`config.mk`:
```
export PLATFORM = sky130hd
export DESIGN_NAME = demux_bus_credit_scheduler
export DESIGN_NICKNAME = d
export VERILOG_FILES = /design/src/rtl/demux_bus_credit_scheduler.sv
export SDC_FILE = /design/constraint.sdc
export NUM_CORES = 1
export LEC_CHECK = 0
export ABC_AREA = 1
export CAP_MARGIN = 40
export CORE_UTILIZATION = 25
export CTS_CLUSTER_DIAMETER = 200
export DETAILED_ROUTE_END_ITERATION = 12
export HOLD_SLACK_MARGIN = 0.15
export PLACE_DENSITY_LB_ADDON = 0.3
export SLEW_MARGIN = 20
export SYNTH_ARGS = -nofsm -noshare
export SYNTH_HDL_FRONTEND = slang
export SYNTH_SLANG_ARGS = --single-unit
```
`constraint.sdc`:
```
create_clock -name ap_clk -period 4.5 [get_ports ap_clk]
set_clock_uncertainty 0.15 [all_clocks]
set_input_delay 0.675 -clock ap_clk [delete_from_list [all_inputs] [get_ports ap_clk]]
set_output_delay 0.675 -clock ap_clk [all_outputs]
set_load 0.005 [all_outputs]
```
`src/rtl/demux_bus_credit_scheduler.sv`:
```
// Credit-based round-robin dispatcher in front of a one-hot bus demux.
// One input beat per cycle is steered to the first eligible lane at or after
// the round-robin pointer. Per-lane credit counters mirror downstream buffer
// space; a flush request drains every enabled lane back to full credit before
// signalling completion.
//
// Handshake: a beat transfers on a cycle where data_in_valid and data_in_ready
// are both high at the rising edge of ap_clk. data_in_ready depends only on
// registered state, never on data_in_valid. Outputs toward the demux carry no
// back-pressure.
module demux_bus_credit_scheduler #(
  parameter int DATA_WIDTH   = 32,
  parameter int BUS_WIDTH    = 8,
  parameter int CREDIT_DEPTH = 4,
  parameter int CREDIT_WIDTH = $clog2(CREDIT_DEPTH + 1)
) (
  input  logic                  ap_clk,
  input  logic                  areset,
  input  logic [BUS_WIDTH-1:0]  lane_enable,
  input  logic [DATA_WIDTH-1:0] data_in,
  input  logic                  data_in_valid,
  output logic                  data_in_ready,
  input  logic [BUS_WIDTH-1:0]  credit_return,
  input  logic                  flush_in,
  output logic [BUS_WIDTH-1:0]  sel_out,
  output logic [DATA_WIDTH-1:0] data_out,
  output logic [BUS_WIDTH-1:0]  data_out_valid,
  output logic                  flush_done,
  output logic                  credit_overflow,
  output logic [1:0]            dbg_state
);

  localparam int PTR_W = (BUS_WIDTH > 1) ? $clog2(BUS_WIDTH) : 1;
  localparam logic [CREDIT_WIDTH-1:0] CREDIT_FULL = CREDIT_WIDTH'(CREDIT_DEPTH);

  typedef enum logic [1:0] {
    S_RUN   = 2'd0,
    S_DRAIN = 2'd1,
    S_DONE  = 2'd2
  } state_t;

  state_t                  state_q, state_d;
  logic [PTR_W-1:0]        rr_ptr_q, rr_ptr_d;
  logic [CREDIT_WIDTH-1:0] credit_q [BUS_WIDTH];
  logic [CREDIT_WIDTH-1:0] credit_d [BUS_WIDTH];
  logic [BUS_WIDTH-1:0]    sel_q, sel_d;
  logic [BUS_WIDTH-1:0]    dv_q, dv_d;
  logic [DATA_WIDTH-1:0]   data_q, data_d;
  logic                    ovf_q, ovf_d;

  logic [BUS_WIDTH-1:0]    eligible;
  logic [2*BUS_WIDTH-1:0]  eligible_x2;
  logic [BUS_WIDTH-1:0]    rotated;
  logic [BUS_WIDTH-1:0]    grant;
  logic [PTR_W-1:0]        grant_idx;
  logic                    any_eligible;
  logic                    accept;
  logic                    drained;
  logic                    consume_at_zero;

  // Lane eligibility: enabled and holding at least one credit.
  always_comb begin
    eligible = '0;
    for (int i = 0; i < BUS_WIDTH; i++) begin
      eligible[i] = lane_enable[i] && (credit_q[i] != '0);
    end
  end

  assign any_eligible  = |eligible;
  assign data_in_ready = (state_q == S_RUN) && any_eligible;
  assign accept        = data_in_valid && data_in_ready;

  // Round-robin pick: rotate eligibility so the pointer lane sits at bit 0,
  // take the lowest set bit, then map back to an absolute lane index.
  assign eligible_x2 = {eligible, eligible};
  assign rotated     = eligible_x2[rr_ptr_q +: BUS_WIDTH];

  always_comb begin
    logic found;
    int   idx;
    found     = 1'b0;
    idx       = 0;
    grant_idx = '0;
    for (int k = 0; k < BUS_WIDTH; k++) begin
      if (!found && rotated[k]) begin
        found = 1'b1;
        idx   = int'(rr_ptr_q) + k;
        if (idx >= BUS_WIDTH) idx = idx - BUS_WIDTH;
        grant_idx = PTR_W'(idx);
      end
    end
    grant = found ? (BUS_WIDTH'(1) << grant_idx) : '0;
  end

  // Drain is complete when every enabled lane is back to full credit and no
  // beat is still on its way out.
  always_comb begin
    drained = ~|dv_q;
    for (int i = 0; i < BUS_WIDTH; i++) begin
      if (lane_enable[i] && (credit_q[i] != CREDIT_FULL)) drained = 1'b0;
    end
  end

  // FSM next-state: run -> drain on flush, drain -> done once empty, done -> run.
  always_comb begin
    state_d = state_q;
    unique case (state_q)
      S_RUN:   if (flush_in) state_d = S_DRAIN;
      S_DRAIN: if (drained)  state_d = S_DONE;
      S_DONE:  state_d = S_RUN;
      default: state_d = S_RUN;
    endcase
  end

  // Output datapath and pointer: load on accept, pointer restarts after a flush.
  always_comb begin
    sel_d    = sel_q;
    data_d   = data_q;
    dv_d     = '0;
    rr_ptr_d = rr_ptr_q;
    if (accept) begin
      sel_d    = grant;
      dv_d     = grant;
      data_d   = data_in;
      rr_ptr_d = (int'(grant_idx) == BUS_WIDTH - 1) ? '0 : grant_idx + 1'b1;
    end
    if (state_q == S_DONE) rr_ptr_d = '0;
  end

  // Credit bookkeeping: return adds, consume subtracts, both cancel out.
  // A return to a full counter saturates and raises the sticky overflow flag.
  always_comb begin
    logic consume;
    consume         = 1'b0;
    ovf_d           = ovf_q;
    consume_at_zero = 1'b0;
    for (int i = 0; i < BUS_WIDTH; i++) begin
      credit_d[i] = credit_q[i];
      consume     = accept && grant[i];
      if (consume && (credit_q[i] == '0)) consume_at_zero = 1'b1;
      if (credit_return[i] && !consume) begin
        if (credit_q[i] == CREDIT_FULL) ovf_d = 1'b1;
        else                            credit_d[i] = credit_q[i] + 1'b1;
      end else if (!credit_return[i] && consume) begin
        credit_d[i] = credit_q[i] - 1'b1;
      end
    end
  end

  // State registers with synchronous reset; reset discards any drain in flight.
  always_ff @(posedge ap_clk) begin
    if (areset) begin
      state_q  <= S_RUN;
      rr_ptr_q <= '0;
      sel_q    <= '0;
      dv_q     <= '0;
      data_q   <= '0;
      ovf_q    <= 1'b0;
      for (int i = 0; i < BUS_WIDTH; i++) credit_q[i] <= CREDIT_FULL;
    end else begin
      state_q  <= state_d;
      rr_ptr_q <= rr_ptr_d;
      sel_q    <= sel_d;
      dv_q     <= dv_d;
      data_q   <= data_d;
      ovf_q    <= ovf_d;
      for (int i = 0; i < BUS_WIDTH; i++) credit_q[i] <= credit_d[i];
    end
  end

  assign sel_out         = sel_q;
  assign data_out        = data_q;
  assign data_out_valid  = dv_q;
  assign flush_done      = (state_q == S_DONE);
  assign credit_overflow = ovf_q;
  assign dbg_state       = state_q;

  // The grant logic only picks lanes with credit, so this must never fire.
  a_no_consume_at_zero: assert property (@(posedge ap_clk) disable iff (areset)
    !consume_at_zero);

endmodule

```
== Word level (Yosys, flattened, before mapping) ==
Memory sizes are Yosys's and may differ from the RTL's.
Cells that the tools add are included.

* Register bits: 54
* Memory bits (writable): 24
* Input port bits: 52
* Memories kept: 1

* Add/sub/neg operators: 32
* Magnitude comparators: 8
* Equality and inequality tests: 21
* Shifts and indexed selects: 2
* Mux-type cells: 88
* Bitwise logic cells: 9
* Reduce and logical (&&, ||, !) cells: 87

{| class="wikitable"
|+ Memory list
! memory !! depth !! width !! rd ports !! clocked after memory_dff !! wr ports !! line !! RTL
|-
| credit_q || 8 || 3 || 8 || 0 || 8 || 44 || <nowiki>logic [CREDIT_WIDTH-1:0] credit_q [BUS_WIDTH];</nowiki>
|}

{| class="wikitable"
|+ Operators with widths
! cell !! count
|-
| 3-bit two-way mux || 49
|-
| 1-bit logical AND || 49
|-
| 3-bit by 1-bit subtractor with 3-bit output (second input constant) || 16
|-
| 1-bit two-way mux || 35
|-
| 4-bit >= comparator (second input constant) || 7
|-
| 3-bit by 1-bit adder with 3-bit output (second input constant) || 9
|-
| 3-bit == test (second input constant) || 8
|-
| 1-bit logical NOT || 24
|-
| 3-bit != test (second input constant) || 8
|-
| 3-bit nonzero test || 8
|-
| 3-bit by 3-bit adder with 4-bit output (second input constant) || 4
|-
| 8-bit OR reduction || 2
|-
| 16-bit by 4-bit indexed part select with 8-bit output || 1
|-
| 3-bit by 2-bit adder with 4-bit output (second input constant) || 2
|-
| 8-bit two-way mux || 1
|-
| 1-bit OR || 8
|-
| 1-bit by 3-bit left shift with 8-bit output (first input constant) || 1
|-
| 3-bit by 1-bit adder with 4-bit output (second input constant) || 1
|-
| 3-bit by 4-bit >= comparator with 1-bit output (second input constant) || 1
|-
| 2-bit two-way mux || 2
|-
| 2-bit != test (second input constant) || 2
|-
| 2-bit one-hot mux with 2 select lines || 1
|-
| 2-bit OR reduction || 2
|-
| 3-bit by 1-bit == test with 1-bit output (second input constant) || 1
|-
| other kinds (5) || 5
|}

== Longest topological paths before layout ==
* Depth after elaboration: 45
* Gate-level depth with buffers: 28
* Mapped depth without buffers: 28

== Least setup slack after synthesis ==
OpenSTA, ideal clock, no wires.

* Path type: input -> register
* Start point: input lane_enable[0]
* End point: memory credit_q[0][8] (netlist bit)
* Arrival: 3.239 ns
* Data required time: 4.221 ns
* Slack: 0.983 ns
* Cell stages on the path: 24
* Buffers on the path: 0
* Path through: nand3_1 nand3_1 nand2_1 nand2_1 nand2_2 nand3_4 nor2_4 nand2_2 nor3_4 nand2_1 o21ai_0 inv_1 ha_1 inv_1 nor2_4 nand3_2 nand2_1 fa_1 inv_1 nand2_1 nand2_1 nand2_1 nand2_1 nand3_1

{| class="wikitable"
|+ RTL lines
! what !! line !! RTL
|-
| start: declaration || 19 || <nowiki>input logic [BUS_WIDTH-1:0] lane_enable,</nowiki>
|-
| end: declaration || 44 ||
|}

==> insert_results.sql <==
INSERT INTO impl_metrics (metric_group, metric, value, unit) VALUES
('run_status', 'status', 'finished clean', ''),
('sta', 'post-route-min-period', '4.12', 'ns'),
('synthesis', 'yosysWarnings', '0', ''),
('clock_network', 'clkSlewWorstSetupHoldPaths', '0.06', 'ns'),
('place', 'gpl.final_weighted_congestion', '0.889', ''),
('synthesis', 'syn_area', '4390', 'sq um'),
('drt', 'route.final.wire_length', '12.3', 'mm'),
('synthesis', 'synth_edf_count', '0', ''),
('worst_hold_path', 'worst_hold_path.num_cells', '2', ''),
('clock_network', 'clock_latency', '0.34', 'ns'),
('die', 'die_height', '134', 'um'),
('drt', 'routed_via_density', '4.43', ''),
('finish', 'final-seq-area', '1560', 'sq um'),
('drt', 'avgRoutedWirePerCell', '13.1', 'um'),
('global_routing', 'antenna_found_initial', '0', ''),
('synthesis', 'synth_cell_types', '42', ''),
('finish', 'post_layout_nonfiller_instances', '938', ''),
('synthesis', 'synth_top_area_cells', 'dfxtp_1 (36%), nor2_1 (9.8%), nand2_1 (8.3%)', ''),
('synthesis', 'synth_largest_type_area_fraction', '0.356', ''),
('finish', 'multi_input_comb_area', '2510', 'sq um'),
('synthesis', 'synth.net_count', '673', ''),
('global_routing', 'grt.total_usage', '0.145', ''),
('die', 'io-pin-count', '105', ''),
('sta', 'grt_setup_unrepaired', 'false', ''),
('finish', 'finish.net_count', '778', ''),
('synthesis', 'synth_top_cell_by_area', 'dfxtp_1', ''),
('clock_network', 'cts_hold_buffers', '0', ''),
('finish', 'final_layout_size_suffix_gt1_frac', '0.112', ''),
('pwr', 'total_leakage_power', '0.00263', 'uW'),
('sta', 'setup-violations-final', '0', ''),
('pwr', 'power_density', '690', 'nW/um^2'),
('synthesis', 'synth_instances', '605', ''),
('pwr', 'share_seq_of_total_power', '0.249', ''),
('pwr', 'switching_share', '0.453', ''),
('die', 'die-width', '134', 'um'),
('worst_setup_path', 'crit_type', 'input port to flip-flop', ''),
('sta', 'tightestPinTransition', '0.502', 'ns'),
('die', 'floorplan.rows', '48', ''),
('drt', 'drtAntennaViolNets', '0', ''),
('pwr', 'worst_ir_drop_vdd', '0.279', 'mV'),
('sta', 'drv_slew', '0', ''),
('worst_setup_path', 'critPathRequiredTime', '4.57', 'ns'),
('clock_network', 'cts-htree-levels', '3', ''),
('pwr', 'switchingPower', '1880', 'uW'),
('finish', 'syn_to_final_growth', '36.7', '%'),
('worst_setup_path', 'critical_path.endpoint_type', 'flip-flop', ''),
('die', 'floorplan.die_area', '18100', 'sq um'),
('drt', 'initialDrtViolationCount', '244', ''),
('drt', 'number_of_optimization_iterations_in_the_first_detailed_route_pass', '5', ''),
('pwr', 'share_clk_of_total_power', '0.188', ''),
('clock_network', 'post_cts.resized_instances', '0', ''),
('synthesis', 'dominantRegCellSynth', 'dfxtp_1', ''),
('sta', 'total_negative_setup_slack', '0', 'ns'),
('global_routing', 'via_count_of_the_first_global_routing_pass', '3988', ''),
('synthesis', 'synth_seq_area_share', '0.356', ''),
('sta', 'timing.final.hold_violations', '0', ''),
('clock_network', 'clock-sinks', '78', ''),
('global_routing', 'wire_length_of_the_first_global_routing_pass', '20.3', 'mm'),
('die', 'core_area', '17200', 'sq um'),
('sta', 'timing.slew.headroom', '0.662', ''),
('synthesis', 'postSynth.asyncResetShare', '0', ''),
('worst_setup_path', 'worstPathArrival', '4.19', 'ns'),
('sta', 'achievable-frequency', '0.243', 'GHz'),
('place', 'dp_cells', '924', ''),
('synthesis', 'synth_area_per_cell', '7.25', 'sq um'),
('worst_setup_path', 'worst_setup_path_start_kind', 'input port', ''),
('place', 'placement.io_buffers', '104', ''),
('clock_network', 'post_cts.repair.setup_buffers', '0', ''),
('finish', 'antennaDiodeCount', '0', ''),
('flow_run', 'drv.max_cap_violation_count', '0', ''),
('worst_setup_path', 'r2r.worst_path.cells', '21', '');
-- critical path: stages --
cell and delay (ns):
clkdlybuf4s50_1 0.56, nand3_1 0.12, nand3_1 0.16, nand2_1 0.07
nand2_1 0.10, nand2_4 0.09, nand3_1 0.07, o21ai_0 0.08
a31oi_1 0.15, o21ai_0 0.10, nor3b_1 0.26, o211ai_1 0.21
ha_1 0.28, ha_1 0.19, nand2_1 0.12, nand2_1 0.13
fa_1 0.40, a22o_1 0.23, a21oi_1 0.11, o21ai_0 0.09
-- Yosys cell counts (2+ instances only) --
cell      count
nor3_1        7
o21ai_1      11
nand2_1      97
a21oi_1      22
nand3b_4      3
dfxtp_1      78
nor2_1      115
inv_1        41
nand3_2       9
buf_2         3
inv_2         8
xor2_1        2
buf_6         3
a221oi_1      3
nand2_2       7
o21ai_0      48
clkbuf_1     15
fa_1          8
nand3_1      67
ha_1          8
nor2_4        4
nand3b_1      2
nor4_1        2
nor2_2        4
nand2_4       8
nand3_4       3
a22o_1        3
nand4_1       7
nand3b_2      3
clkinv_1      2
-- sequential cells by signal, summed over array words and instances, names as in the netlist --
| register | count |
|---|---|
| rr_ptr_q | 3 |
| data_out_valid | 8 |
| dbg_state | 2 |
| data_out | 32 |
| credit_q | 24 |
| sel_out | 8 |
| credit_overflow | 1 |
-- power groups by stage --
| stage | Sequential (uW) | Clock [uW] | Combinational, uW |
|---|---|---|---|
| 3_5_place_dp | 1040 | 0 | 2350 |
| 3_3_place_gp | 1050 | 0 | 2350 |
| 5_1_grt | 1070 | 837 | 2620 |
| 6_report | 1030 | 777 | 2330 |
| 2_1_floorplan | 1040 | 0 | 1610 |
| 4_1_cts | 1030 | 810 | 2360 |
-- worst paths after layout --
kind | slack (ns) | endpoint | from
worst max-delay path | 0.38 | credit_q[0][11]$_SDFFE_PP1P_ | lane_enable[3]
worst min-delay path | 0.30 | credit_q[0][2]$_SDFFE_PP1P_ | credit_q[0][2]$_SDFFE_PP1P_
worst max register to register | 0.60 | credit_q[0][11]$_SDFFE_PP1P_ | credit_q[0][9]$_SDFFE_PP0P_
worst min register to register | 0.30 | credit_q[0][2]$_SDFFE_PP1P_ | credit_q[0][2]$_SDFFE_PP1P_
-- routing by layer --
layer / global-route usage / share of wire / up-vias
li1: - / - / 2191
met1: 0.179 / 0.46 / 1833
met2: 0.235 / 0.45 / 118
met3: 0.0491 / 0.067 / 18
met4: 0.0512 / 0.020 / 0
met5: 0 / 0 / -
-- cell families (layout without fill, tap and decap cells) --
logic type	Yosys count	in the layout	synth area share
simple gates	342	342	0.394
compound gates	92	92	0.114
flops	78	78	0.356
buf+inv	74	182	0.0708
fa+ha+maj	16	16	0.0593
xor+xnor	3	3	0.00599
-- metrics by stage --
| stage | hold WS (ns) | setup slack [ns] | util | instance area [sq um] | total power, uW |
|---|---|---|---|---|---|
| after floorplan | 0.278 | 0.983 | - | 4390 | 2650 |
| after global placement | 0.294 | 0.00637 | 0.330 | 5690 | 3400 |
| after detailed placement | 0.295 | 0.0238 | 0.330 | 5690 | 3390 |
| after CTS | 0.309 | 0.379 | 0.348 | 6000 | 4200 |
| after global routing | 0.329 | 0.0578 | 0.348 | 6000 | 4520 |
| final | 0.305 | 0.378 | 0.348 | 6000 | 4140 |
-- cell usage in the layout, fill, tap and decap left out, types with 4 or more instances in the layout --
| master | n |
|---|---|
| buf_4 | 11 |
| fa_1 | 8 |
| nor3_1 | 7 |
| nor2_4 | 4 |
| nor2_1 | 115 |
| clkdlybuf4s50_1 | 104 |
| clkbuf_16 | 9 |
| nand2_4 | 8 |
| inv_2 | 8 |
| a21oi_1 | 22 |
| ha_1 | 8 |
| nand3_2 | 9 |
| o21ai_0 | 48 |
| dfxtp_1 | 78 |
| nand3_1 | 67 |
| inv_1 | 41 |
| nor2_2 | 4 |
| nand2_2 | 7 |
| nand2_1 | 97 |
| nand4_1 | 7 |
| o21ai_1 | 11 |
-- layout make-up --
| class | count | area share |
|---|---|---|
| Multi-Input combinational cell | 453 | 0.419 |
| Inverter | 53 | 0.0342 |
| Tap cell | 225 | 0.0469 |
| Clock buffer | 10 | 0.0398 |
| Sequential cell | 78 | 0.260 |
| Timing Repair Buffer | 115 | 0.187 |
| Clock inverter | 4 | 0.0121 |
Power figures use the tool's default switching activity.
